## src/rtl/cache_axi_rd_arbiter.sv

```systemverilog
// Shares one AXI-style burst read port between the icache and dcache refill
// engines. A whole burst (address phase through last beat) is granted to one
// requester at a time, with round-robin on simultaneous requests. Read data is
// passed straight through to the owner; beat count and returned ID are checked
// and any inconsistency raises a sticky error flag.
module cache_axi_rd_arbiter #(
  parameter int unsigned ID_WIDTH   = 4,
  parameter int unsigned DATA_WIDTH = 32
) (
  input  logic                  clk,
  input  logic                  rst,

  // icache refill master
  input  logic [31:0]           i_araddr,
  input  logic [7:0]            i_arlen,
  input  logic [2:0]            i_arsize,
  input  logic                  i_arvalid,
  output logic                  i_arready,
  output logic [DATA_WIDTH-1:0] i_rdata,
  output logic                  i_rlast,
  output logic                  i_rvalid,
  input  logic                  i_rready,

  // dcache refill master
  input  logic [31:0]           d_araddr,
  input  logic [7:0]            d_arlen,
  input  logic [2:0]            d_arsize,
  input  logic                  d_arvalid,
  output logic                  d_arready,
  output logic [DATA_WIDTH-1:0] d_rdata,
  output logic                  d_rlast,
  output logic                  d_rvalid,
  input  logic                  d_rready,

  // shared SoC read channel
  output logic [ID_WIDTH-1:0]   m_arid,
  output logic [31:0]           m_araddr,
  output logic [7:0]            m_arlen,
  output logic [2:0]            m_arsize,
  output logic                  m_arvalid,
  input  logic                  m_arready,
  input  logic [ID_WIDTH-1:0]   m_rid,
  input  logic [DATA_WIDTH-1:0] m_rdata,
  input  logic                  m_rlast,
  input  logic                  m_rvalid,
  output logic                  m_rready,

  output logic                  busy,
  output logic                  beat_err
);

  // Requester encoding doubles as the AXI ID: icache tagged 0, dcache tagged 1.
  localparam logic OwnerI = 1'b0;
  localparam logic OwnerD = 1'b1;

  typedef enum logic [1:0] {
    StIdle,
    StAr,
    StR
  } state_e;

  state_e              state_q, state_d;
  logic                owner_q, owner_d;
  logic                last_grant_q, last_grant_d;
  logic [7:0]          len_q, len_d;
  logic [7:0]          beat_cnt_q, beat_cnt_d;
  logic                beat_err_q, beat_err_d;

  logic [ID_WIDTH-1:0] owner_id;
  logic                ar_hs;
  logic                r_hs;
  logic                beat_bad;

  assign owner_id = ID_WIDTH'(owner_q);

  // Handshakes only count in the phase that owns them.
  assign ar_hs = (state_q == StAr) && m_arvalid && m_arready;
  assign r_hs  = (state_q == StR) && m_rvalid && m_rready;

  // A beat is bad if rlast disagrees with the expected final beat, or the ID
  // does not belong to the current owner.
  assign beat_bad = (m_rlast != (beat_cnt_q == len_q)) || (m_rid != owner_id);

  assign busy     = (state_q != StIdle);
  assign beat_err = beat_err_q;

  // State and burst bookkeeping registers.
  always_ff @(posedge clk or negedge rst) begin
    if (!rst) begin
      state_q      <= StIdle;
      owner_q      <= OwnerI;
      last_grant_q <= OwnerI;
      len_q        <= 8'd0;
      beat_cnt_q   <= 8'd0;
      beat_err_q   <= 1'b0;
    end else begin
      state_q      <= state_d;
      owner_q      <= owner_d;
      last_grant_q <= last_grant_d;
      len_q        <= len_d;
      beat_cnt_q   <= beat_cnt_d;
      beat_err_q   <= beat_err_d;
    end
  end

  // Next-state: arbitration in idle, address acceptance, beat tracking.
  always_comb begin
    state_d      = state_q;
    owner_d      = owner_q;
    last_grant_d = last_grant_q;
    len_d        = len_q;
    beat_cnt_d   = beat_cnt_q;
    beat_err_d   = beat_err_q;

    unique case (state_q)
      StIdle: begin
        if (i_arvalid || d_arvalid) begin
          // On a tie the requester that did not win last time goes first.
          if (i_arvalid && d_arvalid) begin
            owner_d = ~last_grant_q;
          end else if (d_arvalid) begin
            owner_d = OwnerD;
          end else begin
            owner_d = OwnerI;
          end
          last_grant_d = owner_d;
          state_d      = StAr;
        end
      end

      StAr: begin
        // Owner is committed until its burst completes, even if arvalid drops.
        if (ar_hs) begin
          len_d      = (owner_q == OwnerD) ? d_arlen : i_arlen;
          beat_cnt_d = 8'd0;
          state_d    = StR;
        end
      end

      StR: begin
        if (r_hs) begin
          beat_cnt_d = beat_cnt_q + 8'd1;
          if (beat_bad) begin
            beat_err_d = 1'b1;
          end
          if (m_rlast) begin
            state_d = StIdle;
          end
        end
      end

      default: begin
        state_d = StIdle;
      end
    endcase
  end

  // Output steering: address from the owner in AR, data to the owner in R.
  always_comb begin
    m_arid    = '0;
    m_araddr  = 32'd0;
    m_arlen   = 8'd0;
    m_arsize  = 3'd0;
    m_arvalid = 1'b0;
    m_rready  = 1'b0;
    i_arready = 1'b0;
    d_arready = 1'b0;
    i_rdata   = '0;
    i_rlast   = 1'b0;
    i_rvalid  = 1'b0;
    d_rdata   = '0;
    d_rlast   = 1'b0;
    d_rvalid  = 1'b0;

    unique case (state_q)
      StAr: begin
        m_arid = owner_id;
        if (owner_q == OwnerD) begin
          m_araddr  = d_araddr;
          m_arlen   = d_arlen;
          m_arsize  = d_arsize;
          m_arvalid = d_arvalid;
          d_arready = m_arready;
        end else begin
          m_araddr  = i_araddr;
          m_arlen   = i_arlen;
          m_arsize  = i_arsize;
          m_arvalid = i_arvalid;
          i_arready = m_arready;
        end
      end

      StR: begin
        if (owner_q == OwnerD) begin
          d_rdata  = m_rdata;
          d_rlast  = m_rlast;
          d_rvalid = m_rvalid;
          m_rready = d_rready;
        end else begin
          i_rdata  = m_rdata;
          i_rlast  = m_rlast;
          i_rvalid = m_rvalid;
          m_rready = i_rready;
        end
      end

      default: begin
      end
    endcase
  end

endmodule

```

## config.mk

```make
export PLATFORM = sky130hd
export DESIGN_NAME = cache_axi_rd_arbiter
export DESIGN_NICKNAME = d
export VERILOG_FILES = /design/src/rtl/cache_axi_rd_arbiter.sv
export SDC_FILE = /design/constraint.sdc
export NUM_CORES = 1
export LEC_CHECK = 0
export ABC_AREA = 1
export BUFFER_PORTS_ARGS = -buffer_cell sky130_fd_sc_hd__buf_4
export CAP_MARGIN = 0
export CORE_AREA = 2 2 98 100
export DETAILED_ROUTE_END_ITERATION = 10
export DIE_AREA = 0 0 100 102
export GPL_TIMING_DRIVEN = 0
export SYNTH_ARGS = -nofsm -noshare
export SYNTH_HDL_FRONTEND = slang
export SYNTH_SLANG_ARGS = --single-unit
```

## constraint.sdc

```tcl
create_clock -name clk -period 1.92 [get_ports clk]
set_input_delay 0 -clock clk [delete_from_list [all_inputs] [get_ports clk]]
set_output_delay 0 -clock clk [all_outputs]
set_load 0.01 [all_outputs]
```

; ---- Word level (Yosys, flattened, before mapping)
; Cells that the tools add are included.
[word_totals]
regBits = 20
output_inout_bits = 121
wordCells = 68
[classes]
addsub = 1
eq_ne = 9
n_mux = 37
bitwise_logic = 1
n_reduce_logical = 15
[ops]
columns = operator, n
row1 = $mux 32, 6
row2 = $mux 8, 4
row3 = $mux 1, 19
row4 = $pmux 8 s2, 1
row5 = $add 8x1->8 const B, 1
row6 = $eq 8x8->1, 1
row7 = $mux 2, 4
row8 = $ne 2x2->1 const B, 4
row9 = $mux 3, 2
row10 = $pmux 2 s3, 1
row11 = $reduce_and 3->1, 2
row12 = $logic_and 1x1->1, 5
row13 = $ne 4x1->1, 1
row14 = $reduce_and 2->1, 2
row15 = $reduce_and 4->1, 1
row16 = $reduce_bool 2->1, 2
row17 = $eq 2x1->1 const B, 1
row18 = $eq 2x2->1 const B, 1
row19 = $logic_not 2->1, 1
row20 = $logic_or 1x1->1, 2
row21 = $ne 1x1->1, 1
row22 = $not 1->1, 1

; ---- Longest topological paths before layout
[logic_depth]
ltp_word = 6
ltp_mapped = 10
depth_no_buf = 10

; ---- Worst setup path after synthesis
; OpenSTA, ideal clock, no wires.
[synth_path]
kind = reg-to-reg
start = register, netlist name last_grant_q
end = register beat_cnt_q[0]
arrival_time_ps = 1238
t_required_ps = 1799
setup_slack_ps = 562
stages_incl_launch_ff = 11
period_less_slack_ps = 1358
cell_sequence = dfrtp_1 buf_4 inv_2 nand2_2 a21oi_4 nand2_2 nand2_2 buf_6 inv_2 nor2_1 a21oi_2
[synth_lines]
columns = element, line_no
row1 = "end signal, assigned", 101  ; beat_cnt_q <= beat_cnt_d;
row2 = "end, declared", 66  ; logic [7:0] beat_cnt_q, beat_cnt_d;

==> results.toml <==
[clocking]
clk_pin_slew_ns = 0.08
cts_buffer_depth = 2
htreeDepth = 1
numClockSinks = 20
cts_inserted_buffers = 3
clock-root-buffer = "clkbuf_8"
insertion_delay_ns = 0.26
tritoncts = "built"
cts_setup_buffers = 0

[drt]
drtIter0Drc = 92
via_per_inst = 4.37
ant_nets = 0
route.vias.total = 3355
wirelength_mm = 10.3
drtPass1Iterations = 4
avgRoutedWirePerCell_um = 13.5
drc = 0

[finish]
fin_cells = 767
nFillCells = 964
final_area_um2 = 4320
multi_input_area_um2 = 1360
seq_area_um2 = 500
nNetsFinal = 789
layout-drive-gt1-share = 0.436
diodes = 0
area_growth_pct = 95.8
fin_util = 0.474

[yosys]
synth_area_um2 = 2210
seq_area_frac_synth = 0.227
synth_cell_types = 30
synth-edff-count = 0
async_flop_share = 1.00
synth_ff_type = "dfrtp_1"
synth_cells = 399
ys_ff_latch = 20
ys_warn_count = 0
avgSynthCellArea_um2 = 5.53

[sta]
tns_ns = 0
hold_violations = 0
tightest_slew_ns = 0.555
fmax_mhz = 565
finalSetupViolCount = 0
final_max_slew_viol_count = 0
fin_crit_sh = 0.922
period_needed_ns = 1.77
slew_headroom = 0.630
finalClockSkew_ns = 0.00672
rsz0062_at_grt = "no"
layout_setup_ws_ns = 0.150

[min_path]
worstHoldPathType = "in -> reg"

[pwr]
p_leak_nw = 2.58
p_int_mw = 2.38
pwr-share-clk = 0.091
power_switching_mw = 2.17
power_frac_comb = 0.767
ir_worst_vdd_mv = 0.545
switching_share = 0.477
seqPwrFrac = 0.142
powerDensity_nw_per_um2 = 1050

[setup_path]
worstSetupPathType = "reg -> out"
worstPathRequired_ns = 1.92
cp-startpoint = "last_grant_q"
critPathLaunchType = "register"
critPathMaxFanout = 10
endpoint_kind = "output port"
reg2reg_from = "last_grant_q"
cp-endpoint = "m_araddr[21]"
arrival_ns = 1.77
r2r_end = "beat_cnt_q[0]"
r2r_slack_ns = 0.45
rr_worst_depth = 10

[floorplanning]
die_y_um = 102
rows = 35
core_area_um2 = 9110
pin_count = 252
die_area_um2 = 10200
die_w_um = 100
start_util = 0.242

[grt]
grt_pass1_vias = 3129
antenna_found_initial = 0
track_usage = 0.181
grt_max_degree = 21
grt_pass1_wl_mm = 15.0
grt_overflow = 0

[outcome]
status = "finished, final reports clean"

[place]
gp_congestion = 0.886
dp_slack_ns = 0.388
dp_cells = 760
io_buffers = 248
hpwl_mm = 9.01
placed_area_um2 = 4220

[job]
maxCapViolCount = 0
==> layout by cell type (no fill, tap or decap) <==
cell type and instances:
buf_1 3, buf_6 1, buf_2 15, inv_1 53
dlygate4sd3_1 3, mux2i_1 8, xor2_1 3, clkbuf_4 2
inv_2 4, a31oi_1 1, nand2_2 3, nor3_1 3
nand3_1 5, or2_1 1, nand3_2 1, a21oi_4 1
o21ai_1 6, dfrtp_1 20, nor4_1 1, nand2_1 115
conb_1 3, nor2_1 85, buf_4 252, clkbuf_1 2
xnor2_1 5, bufinv_16 1, nand4_1 5, nor3_2 1
ha_1 1, a21oi_2 2, clkbuf_8 3, nand3b_1 1
o21ai_0 10, a21oi_1 36
==> Yosys cell counts, drive strengths merged, types with 2 or more instances <==
| master | n | area share |
|---|---|---|
| mux2i | 8 | 0.036 |
| clkbuf | 2 | 0.0034 |
| buf | 25 | 0.062 |
| o21ai | 16 | 0.036 |
| nand3 | 6 | 0.016 |
| nand4 | 5 | 0.014 |
| inv | 57 | 0.097 |
| nand2 | 118 | 0.20 |
| a21oi | 39 | 0.097 |
| dfrtp | 20 | 0.23 |
| xnor2 | 5 | 0.020 |
| nor3 | 4 | 0.011 |
| nor2 | 85 | 0.14 |
| xor2 | 3 | 0.012 |
==> power by group through the flow <==
stage | logic (mW) | clock network, mW | registers (mW)
2_1_floorplan | 1.88 | 0 | 0.638
3_3_place_gp | 3.49 | 0 | 0.655
3_5_place_dp | 3.52 | 0 | 0.657
4_1_cts | 3.54 | 0.423 | 0.650
5_1_grt | 3.87 | 0.438 | 0.669
6_report | 3.49 | 0.414 | 0.648
==> how the worst min path moves through the flow <==
stage	cells after the start	slack, ns	endpoint	from
floorplan	0	-0.30	beat_cnt_q[0]	rst
global placement	1	-0.11	len_q[3]	rst
detailed placement	1	-0.11	len_q[3]	rst
CTS	5	0.04	beat_err	m_rlast
global route	5	0.05	beat_err	m_rlast
finish	5	0.05	beat_err	m_rlast
==> flip-flops by register name, summed over array words and instances, names as in the netlist <==
| register | count |
|---|---|
| beat_cnt_q | 8 |
| beat_err | 1 |
| last_grant_q | 1 |
| len_q | 8 |
| state_q | 2 |
==> per-stage QoR <==
stage / power (mW) / hold slack [ns]
final: 4.55 / 0.0473
after global routing: 4.97 / 0.0511
after CTS: 4.61 / 0.0446
after detailed placement: 4.18 / -0.107
after global placement: 4.15 / -0.106
after floorplan: 2.52 / -0.296
==> final cells by class <==
class,count,area share
clock inverters,1,0.00695
clock buffers,3,0.00955
flip-flops and latches,20,0.116
well taps,111,0.0321
multi-input cells,297,0.314
repair buffers,251,0.438
plain buffers,27,0.0347
inverters,57,0.0495
==> critical path: stages (launching register included) <==
cell	delay, ns
dfrtp_1	0.36
buf_4	0.16
inv_2	0.11
buf_2	0.24
clkbuf_4	0.24
nand2_1	0.06
a21oi_1	0.17
buf_4	0.16
==> metal layers <==
layer / global-route usage / wire length (µm) / vias up
met5: 0 / 0 / -
met4: 0.0158 / 61 / 0
met3: 0.0328 / 751 / 6
met2: 0.354 / 5560 / 149
met1: 0.212 / 3940 / 1483
li1: - / - / 1717
==> timing repair <==
item,in CTS,in global routing
endpoints found under the setup margin,0,8
endpoints found under the hold margin,22,0
resized for setup,0,3
hold buffers,3,0
==> cells by family (layout without fill, tap and decap cells) <==
family,count (synthesis),count (layout),share of synthesized area
AOI/OAI and AO/OA,56,56,0.136
DFF,20,20,0.227
xor gates and xnor gates,8,8,0.0317
and+or+nand+nor,221,221,0.399
adders and majority gates,1,1,0.00567
other,1,3,0.00170
muxes,8,8,0.0363
buffers and inverters,84,339,0.163
(Power assumes the default switching activity.)
